<file path="config.mk">
export PLATFORM = sky130hd
export DESIGN_NAME = mac_driver_flat
export DESIGN_NICKNAME = d
export VERILOG_FILES = /design/src/rtl/mac_driver_if.sv /design/src/rtl/mac_driver.sv /design/src/flat_wrapper.sv
export SDC_FILE = /design/constraint.sdc
export NUM_CORES = 1
export LEC_CHECK = 0
export CORE_MARGIN = 2
export CORE_UTILIZATION = 30
export CTS_CLUSTER_SIZE = 12
export DETAILED_ROUTE_END_ITERATION = 6
export SLEW_MARGIN = 20
export SYNTH_ARGS = -nofsm -noshare
export SYNTH_HDL_FRONTEND = slang
export SYNTH_SLANG_ARGS = --single-unit
</file>
<file path="constraint.sdc">
create_clock -name clk -period 26.2 [get_ports clk]
set_clock_uncertainty 0.05 [all_clocks]
set_input_delay 2.62 -clock clk [delete_from_list [all_inputs] [get_ports clk]]
set_output_delay 2.62 -clock clk [all_outputs]
set_load 0.05 [all_outputs]
</file>
<file path="src/rtl/mac_driver_if.sv">
// mac_driver_if: operand stream and result return between mac_driver and MAC.
// master = driver side (a/b operands out, mac result in); slave = MAC side.
interface mac_driver_if #(
  parameter int DW = 4,
  parameter int OW = 11
);
  logic signed [DW-1:0] a_out;
  logic                 a_valid;
  logic signed [DW-1:0] b_out;
  logic                 b_valid;
  logic signed [OW-1:0] mac_out;
  logic                 mac_valid;

  modport master (
    output a_out,
    output a_valid,
    output b_out,
    output b_valid,
    input  mac_out,
    input  mac_valid
  );

  modport slave (
    input  a_out,
    input  a_valid,
    input  b_out,
    input  b_valid,
    output mac_out,
    output mac_valid
  );
endinterface

</file>
<file path="src/rtl/mac_driver.sv">
// mac_driver: streams two 8-element signed vectors to the dot-product MAC,
// B optionally lagging A, and checks the returned result against its own sum.
// Ports: clk/reset; host write port (wr_en, wr_sel, wr_addr, wr_data);
// start/skew_b; mac (operand stream + result); busy, expected, result,
// done, match, timeout status.
module mac_driver #(
  parameter int VEC_LEN = 8,
  parameter int DW      = 4,
  parameter int OW      = 11,
  parameter int TIMEOUT = 15
) (
  input  logic                 clk,
  input  logic                 reset,
  input  logic                 wr_en,
  input  logic                 wr_sel,
  input  logic [2:0]           wr_addr,
  input  logic signed [DW-1:0] wr_data,
  input  logic                 start,
  input  logic [1:0]           skew_b,
  mac_driver_if.master         mac,
  output logic                 busy,
  output logic signed [OW-1:0] expected,
  output logic signed [OW-1:0] result,
  output logic                 done,
  output logic                 match,
  output logic                 timeout
);

  localparam int PW = 2 * DW;

  typedef enum logic [1:0] {
    IDLE,
    SEND,
    WAIT_RES,
    DONE
  } state_t;

  state_t               state_q;
  logic [3:0]           cnt_q;
  logic [3:0]           wcnt_q;
  logic [1:0]           skew_q;
  logic signed [DW-1:0] bufa_q [VEC_LEN];
  logic signed [DW-1:0] bufb_q [VEC_LEN];
  logic signed [DW-1:0] a_out_q;
  logic signed [DW-1:0] b_out_q;
  logic                 a_valid_q;
  logic                 b_valid_q;
  logic                 busy_q;
  logic                 done_q;
  logic                 match_q;
  logic                 timeout_q;
  logic signed [OW-1:0] exp_q;
  logic signed [OW-1:0] res_q;

  logic                 wr_ok;
  logic                 load;
  logic                 last;
  logic [3:0]           k_d;
  logic [3:0]           kb_d;
  logic [3:0]           end_d;
  logic [1:0]           skew_d;
  logic [2:0]           ia;
  logic [2:0]           ib;
  logic                 av_d;
  logic                 bv_d;
  logic signed [DW-1:0] a_d;
  logic signed [DW-1:0] b_d;
  logic signed [DW-1:0] pa_d;
  logic signed [PW-1:0] prod;
  logic signed [OW-1:0] prod_x;
  logic signed [OW-1:0] exp_d;

  // k_d is the SEND cycle index being loaded into the output registers.
  // On the start cycle a same-cycle write is forwarded so the new value
  // is what gets streamed and summed.
  always_comb begin
    wr_ok  = wr_en && (state_q == IDLE);
    load   = start && (state_q == IDLE);
    k_d    = load ? 4'd0 : cnt_q + 4'd1;
    skew_d = load ? skew_b : skew_q;
    kb_d   = k_d - {2'b00, skew_d};
    ia     = k_d[2:0];
    ib     = kb_d[2:0];
    av_d   = k_d < 4'(VEC_LEN);
    bv_d   = (k_d >= {2'b00, skew_d}) && (kb_d < 4'(VEC_LEN));
    end_d  = 4'(VEC_LEN) + {2'b00, skew_q};
    last   = k_d == end_d;
    a_d    = bufa_q[ia];
    pa_d   = bufa_q[ib];
    b_d    = bufb_q[ib];
    if (wr_ok && !wr_sel && wr_addr == ia) a_d = wr_data;
    if (wr_ok && !wr_sel && wr_addr == ib) pa_d = wr_data;
    if (wr_ok && wr_sel && wr_addr == ib) b_d = wr_data;
    prod   = pa_d * b_d;
    prod_x = {{(OW - PW){prod[PW-1]}}, prod};
    exp_d  = (load ? '0 : exp_q) + (bv_d ? prod_x : '0);
  end

  always_ff @(posedge clk or posedge reset) begin
    if (reset) begin
      state_q   <= IDLE;
      cnt_q     <= '0;
      wcnt_q    <= '0;
      skew_q    <= '0;
      a_out_q   <= '0;
      b_out_q   <= '0;
      a_valid_q <= 1'b0;
      b_valid_q <= 1'b0;
      busy_q    <= 1'b0;
      done_q    <= 1'b0;
      match_q   <= 1'b0;
      timeout_q <= 1'b0;
      exp_q     <= '0;
      res_q     <= '0;
      for (int i = 0; i < VEC_LEN; i++) begin
        bufa_q[i] <= '0;
        bufb_q[i] <= '0;
      end
    end else begin
      done_q <= 1'b0;
      unique case (state_q)
        IDLE: begin
          if (wr_en) begin
            if (wr_sel) bufb_q[wr_addr] <= wr_data;
            else        bufa_q[wr_addr] <= wr_data;
          end
          if (start) begin
            state_q   <= SEND;
            skew_q    <= skew_b;
            cnt_q     <= k_d;
            busy_q    <= 1'b1;
            res_q     <= '0;
            match_q   <= 1'b0;
            timeout_q <= 1'b0;
            exp_q     <= exp_d;
            a_valid_q <= av_d;
            a_out_q   <= av_d ? a_d : '0;
            b_valid_q <= bv_d;
            b_out_q   <= bv_d ? b_d : '0;
          end
        end
        SEND: begin
          if (last) begin
            state_q   <= WAIT_RES;
            wcnt_q    <= '0;
            a_valid_q <= 1'b0;
            a_out_q   <= '0;
            b_valid_q <= 1'b0;
            b_out_q   <= '0;
          end else begin
            cnt_q     <= k_d;
            exp_q     <= exp_d;
            a_valid_q <= av_d;
            a_out_q   <= av_d ? a_d : '0;
            b_valid_q <= bv_d;
            b_out_q   <= bv_d ? b_d : '0;
          end
        end
        WAIT_RES: begin
          // A result on the last count cycle still beats the timeout.
          if (mac.mac_valid) begin
            state_q <= DONE;
            res_q   <= mac.mac_out;
            match_q <= mac.mac_out == exp_q;
            busy_q  <= 1'b0;
            done_q  <= 1'b1;
          end else if (wcnt_q == 4'(TIMEOUT - 1)) begin
            state_q   <= DONE;
            timeout_q <= 1'b1;
            match_q   <= 1'b0;
            busy_q    <= 1'b0;
            done_q    <= 1'b1;
          end else begin
            wcnt_q <= wcnt_q + 4'd1;
          end
        end
        DONE: begin
          state_q <= IDLE;
        end
        default: begin
          state_q <= IDLE;
        end
      endcase
    end
  end

  assign mac.a_out   = a_out_q;
  assign mac.a_valid = a_valid_q;
  assign mac.b_out   = b_out_q;
  assign mac.b_valid = b_valid_q;
  assign busy        = busy_q;
  assign expected    = exp_q;
  assign result      = res_q;
  assign done        = done_q;
  assign match       = match_q;
  assign timeout     = timeout_q;

endmodule

</file>
<file path="src/flat_wrapper.sv">
// flat-port wrapper written by rule: the top's interface ports become plain ports
module mac_driver_flat 
#(
  parameter int VEC_LEN = 8,
  parameter int DW      = 4,
  parameter int OW      = 11,
  parameter int TIMEOUT = 15
)
  (clk, reset, wr_en, wr_sel, wr_addr, wr_data, start, skew_b, busy, expected, result, done, match, timeout, mac_a_out, mac_a_valid, mac_b_out, mac_b_valid, mac_mac_out, mac_mac_valid);
  mac_driver_if #(.DW(DW), .OW(OW)) mac_i ();
  input  logic clk;
  input  logic reset;
  input  logic wr_en;
  input  logic wr_sel;
  input  logic [2:0] wr_addr;
  input  logic signed [DW-1:0] wr_data;
  input  logic start;
  input  logic [1:0] skew_b;
  output logic busy;
  output logic signed [OW-1:0] expected;
  output logic signed [OW-1:0] result;
  output logic done;
  output logic match;
  output logic timeout;
  output wire logic [$bits(mac_i.a_out)-1:0] mac_a_out;
  output wire logic [$bits(mac_i.a_valid)-1:0] mac_a_valid;
  output wire logic [$bits(mac_i.b_out)-1:0] mac_b_out;
  output wire logic [$bits(mac_i.b_valid)-1:0] mac_b_valid;
  input wire logic [$bits(mac_i.mac_out)-1:0] mac_mac_out;
  input wire logic [$bits(mac_i.mac_valid)-1:0] mac_mac_valid;
  assign mac_a_out = mac_i.a_out;
  assign mac_a_valid = mac_i.a_valid;
  assign mac_b_out = mac_i.b_out;
  assign mac_b_valid = mac_i.b_valid;
  assign mac_i.mac_out = mac_mac_out;
  assign mac_i.mac_valid = mac_mac_valid;
  mac_driver #(.VEC_LEN(VEC_LEN), .DW(DW), .OW(OW), .TIMEOUT(TIMEOUT)) u_core (.clk(clk), .reset(reset), .wr_en(wr_en), .wr_sel(wr_sel), .wr_addr(wr_addr), .wr_data(wr_data), .start(start), .skew_b(skew_b), .mac(mac_i), .busy(busy), .expected(expected), .result(result), .done(done), .match(match), .timeout(timeout));
endmodule
</file>
==> metrics.txt <==
status complete, no violations; FF+latch area 2800 um^2; CTS buffer count 9; clk slew on worst S/H paths 70 ps; vias in the first global route 4811; Initial Utilization 0.308; number of synthesis warnings 0; Setup Viol. Count Final 0; Max Cap Violations 0; R2R setup slack 16850 ps; antenna violations before repair 0; Wirelength per Cell 16.7 um; first-pass GRT wire length 26600 um; DRC Markers 0; CP max FO 17; final wirelength 15700 um; dpl hpwl 11600 um; #FFs+latches synth 112; Top cell by count, worst path fa_1; CTS tree built; share of cells above drive strength 1 0.190; Setup crit end kind register; synthesized net count 681; Final Cell Area 7960 um^2; pre-CTS setup slack 14630 ps; Avg Synthesized Cell Area 11.0 um^2; async set-or-reset flop fraction in the synthesized netlist 1.00; RSZ-0062 raised after global routing false; placed instance area 7620 um^2; register area share after synthesis 0.414; Top FF cell, synth dfrtp_1; worst hold path type register to register; GR Overflow Total 0; Fill cells 2151; Pins Over Slew Limit 0; Die W 154 um; area of the die 23800 um^2; maximum operating frequency 89.3 MHz; Req. time, crit path 26450 ps; CTS root buf clkbuf_16; Clock Latency Late Sink 360 ps; worst slew pin tran 890 ps; port bufs 61; area delta synth->final 17.7%; hold buffer count at CTS 0; critical path class input port to register; Mapped Cells 613; Clock Path Buffers 2; fin crit share 0.427; fin crit period 11190 ps; largest stage delay on the critical path 1100 ps; Slowest-stage cell, CP fa_1; Post-Syn Area 6770 um^2; Worst setup startpoint start; overall routing resource usage 0.141; detailed-route vias per instance 4.98; R2R cell count 31; CP startpoint kind input port; CP Capture Point u_core.expected[10]; layout net count 727; antenna cells 0; routed vias 4704; IO Pins 62; Critical R2R Launch u_core.state_q[0]; DR pass1 iterations 4; Starting DRT DRC Count 274; slew margin rel. 0.406; Critical Path AT 11440 ps; post-CTS sizing 0; synth unique cells 58; largest net degree at the start of global routing 79; worst flop-to-flop path endpoint u_core.expected[10]; setup ws final 15010 ps; Setup Total Neg Slack 0 ps; Site Rows 54; core area 22000 um^2; Fin. Hold Viols 0; multi-input logic area 3750 um^2; setup repair bufs after CTS 0; number of flops mapped to enable cells by yosys 0; H-tree levels 3; number of routed nets with antenna violations 0; GPL Wtd Cong 0.837; die span in y 154 um; CTS sink cnt 112
[cells by family (layout without fill, tap and decap cells)]
group	Yosys count	count (layout)	share of synthesized area
multiplexers	95	95	0.187
AND/OR/NAND/NOR	165	165	0.121
XOR/XNOR	35	35	0.0473
buffers and inverters	55	106	0.0346
flip-flops	112	112	0.414
AO/OA/AOI/OAI	109	109	0.106
adder cells (fa/ha/maj)	42	42	0.0909
[worst max-delay path: cells and delay by family]
| kind | cells | cell delay [ps] |
|---|---|---|
| adders and majority gates | 8 | 3890 |
| xor gates and xnor gates | 2 | 280 |
| AOI/OAI and AO/OA | 7 | 1370 |
| and+or+nand+nor | 10 | 2350 |
| buffers and inverters | 3 | 910 |
[metal layers]
| metal | vias to the layer above | track usage | wire length, um | share of wire |
|---|---|---|---|---|
| met2 | 119 | 0.218 | 7100 | 0.45 |
| met5 | - | 0 | 0 | 0 |
| met1 | 2292 | 0.202 | 7570 | 0.48 |
| met4 | 0 | 0.0378 | 248 | 0.016 |
| met3 | 16 | 0.0297 | 807 | 0.051 |
| li1 | 2277 | - | - | - |
[flip-flops by register name (all words and copies together), names as in the netlist]
register            count
u_core.bufa_q          32
u_core.wcnt_q           4
u_core.mac.a_out        4
u_core.bufb_q          32
u_core.skew_q           2
u_core.busy             1
u_core.mac.b_valid      1
u_core.expected        11
u_core.cnt_q            4
u_core.mac.a_valid      1
u_core.timeout          1
u_core.mac.b_out        4
u_core.done             1
u_core.result          11
u_core.state_q          2
u_core.match            1
[cells in the final DEF, fill, tap and decap left out, types with 18 or more instances in the layout]
cell / count
nand2_1: 59
a21oi_1: 22
clkdlybuf4s50_1: 61
mux2_2: 68
ha_1: 29
inv_1: 23
dfrtp_1: 112
nor2_1: 32
o21ai_0: 39
mux4_2: 18
[metrics by stage]
stage               hold WS [ps]  utilization  cells
CTS                          441        0.361    943
floorplan                    414            -    613
global placement             420        0.347    927
detailed placement           424        0.347    927
finish                       439        0.363    944
global route                 469        0.363    944
[cell usage after synthesis, types with 2 or more instances]
cell type | number | area share
a211oi_1 | 3 | 0.0033
a21o_1 | 5 | 0.0055
a21oi_1 | 22 | 0.016
a221oi_1 | 5 | 0.0065
a22o_1 | 13 | 0.017
a31oi_1 | 2 | 0.0018
and2_1 | 12 | 0.011
and2_4 | 2 | 0.0026
and3_1 | 6 | 0.0055
and3_4 | 2 | 0.0033
buf_1 | 4 | 0.0022
buf_6 | 3 | 0.0050
clkbuf_1 | 21 | 0.012
dfrtp_1 | 112 | 0.41
fa_1 | 12 | 0.035
ha_1 | 30 | 0.055
inv_1 | 24 | 0.013
mux2_2 | 68 | 0.11
mux2i_1 | 8 | 0.012
mux4_2 | 18 | 0.060
nand2_1 | 59 | 0.033
nand2b_1 | 7 | 0.0065
nand3_1 | 9 | 0.0067
nor2_1 | 32 | 0.018
nor2b_1 | 7 | 0.0065
nor3_1 | 10 | 0.0074
nor4_1 | 4 | 0.0037
o211ai_1 | 3 | 0.0033
o21a_1 | 2 | 0.0022
o21ai_0 | 39 | 0.029
o31ai_1 | 4 | 0.0044
or2_2 | 5 | 0.0046
or3_1 | 3 | 0.0028
xnor2_1 | 17 | 0.022
xor2_1 | 17 | 0.022
[how the worst min path moves through the flow]
stage / slack [ps] / from / cells past startpoint / endpoint
6_report: 440 / u_core.mac.a_out[2] / 2 / u_core.mac.a_out[2]
5_1_grt: 470 / u_core.mac.a_out[2] / 2 / u_core.mac.a_out[2]
4_1_cts: 440 / u_core.mac.a_out[2] / 2 / u_core.mac.a_out[2]
3_5_place_dp: 420 / u_core.mac.a_out[2] / 2 / u_core.mac.a_out[2]
3_3_place_gp: 420 / u_core.mac.a_out[2] / 2 / u_core.mac.a_out[2]
2_1_floorplan: 410 / u_core.wcnt_q[2] / 1 / u_core.wcnt_q[2]
[cell type report]
type	instances	area share
tap	280	0.0440
sequential	112	0.352
multi-input combinational	446	0.471
timing repair buffer	65	0.0830
inverter	25	0.0121
clock buffer	10	0.0300
clock inverter	6	0.00833
Power is not shown: default switching activity piles up to over one toggle a cycle in this logic, so the estimate is an artifact.
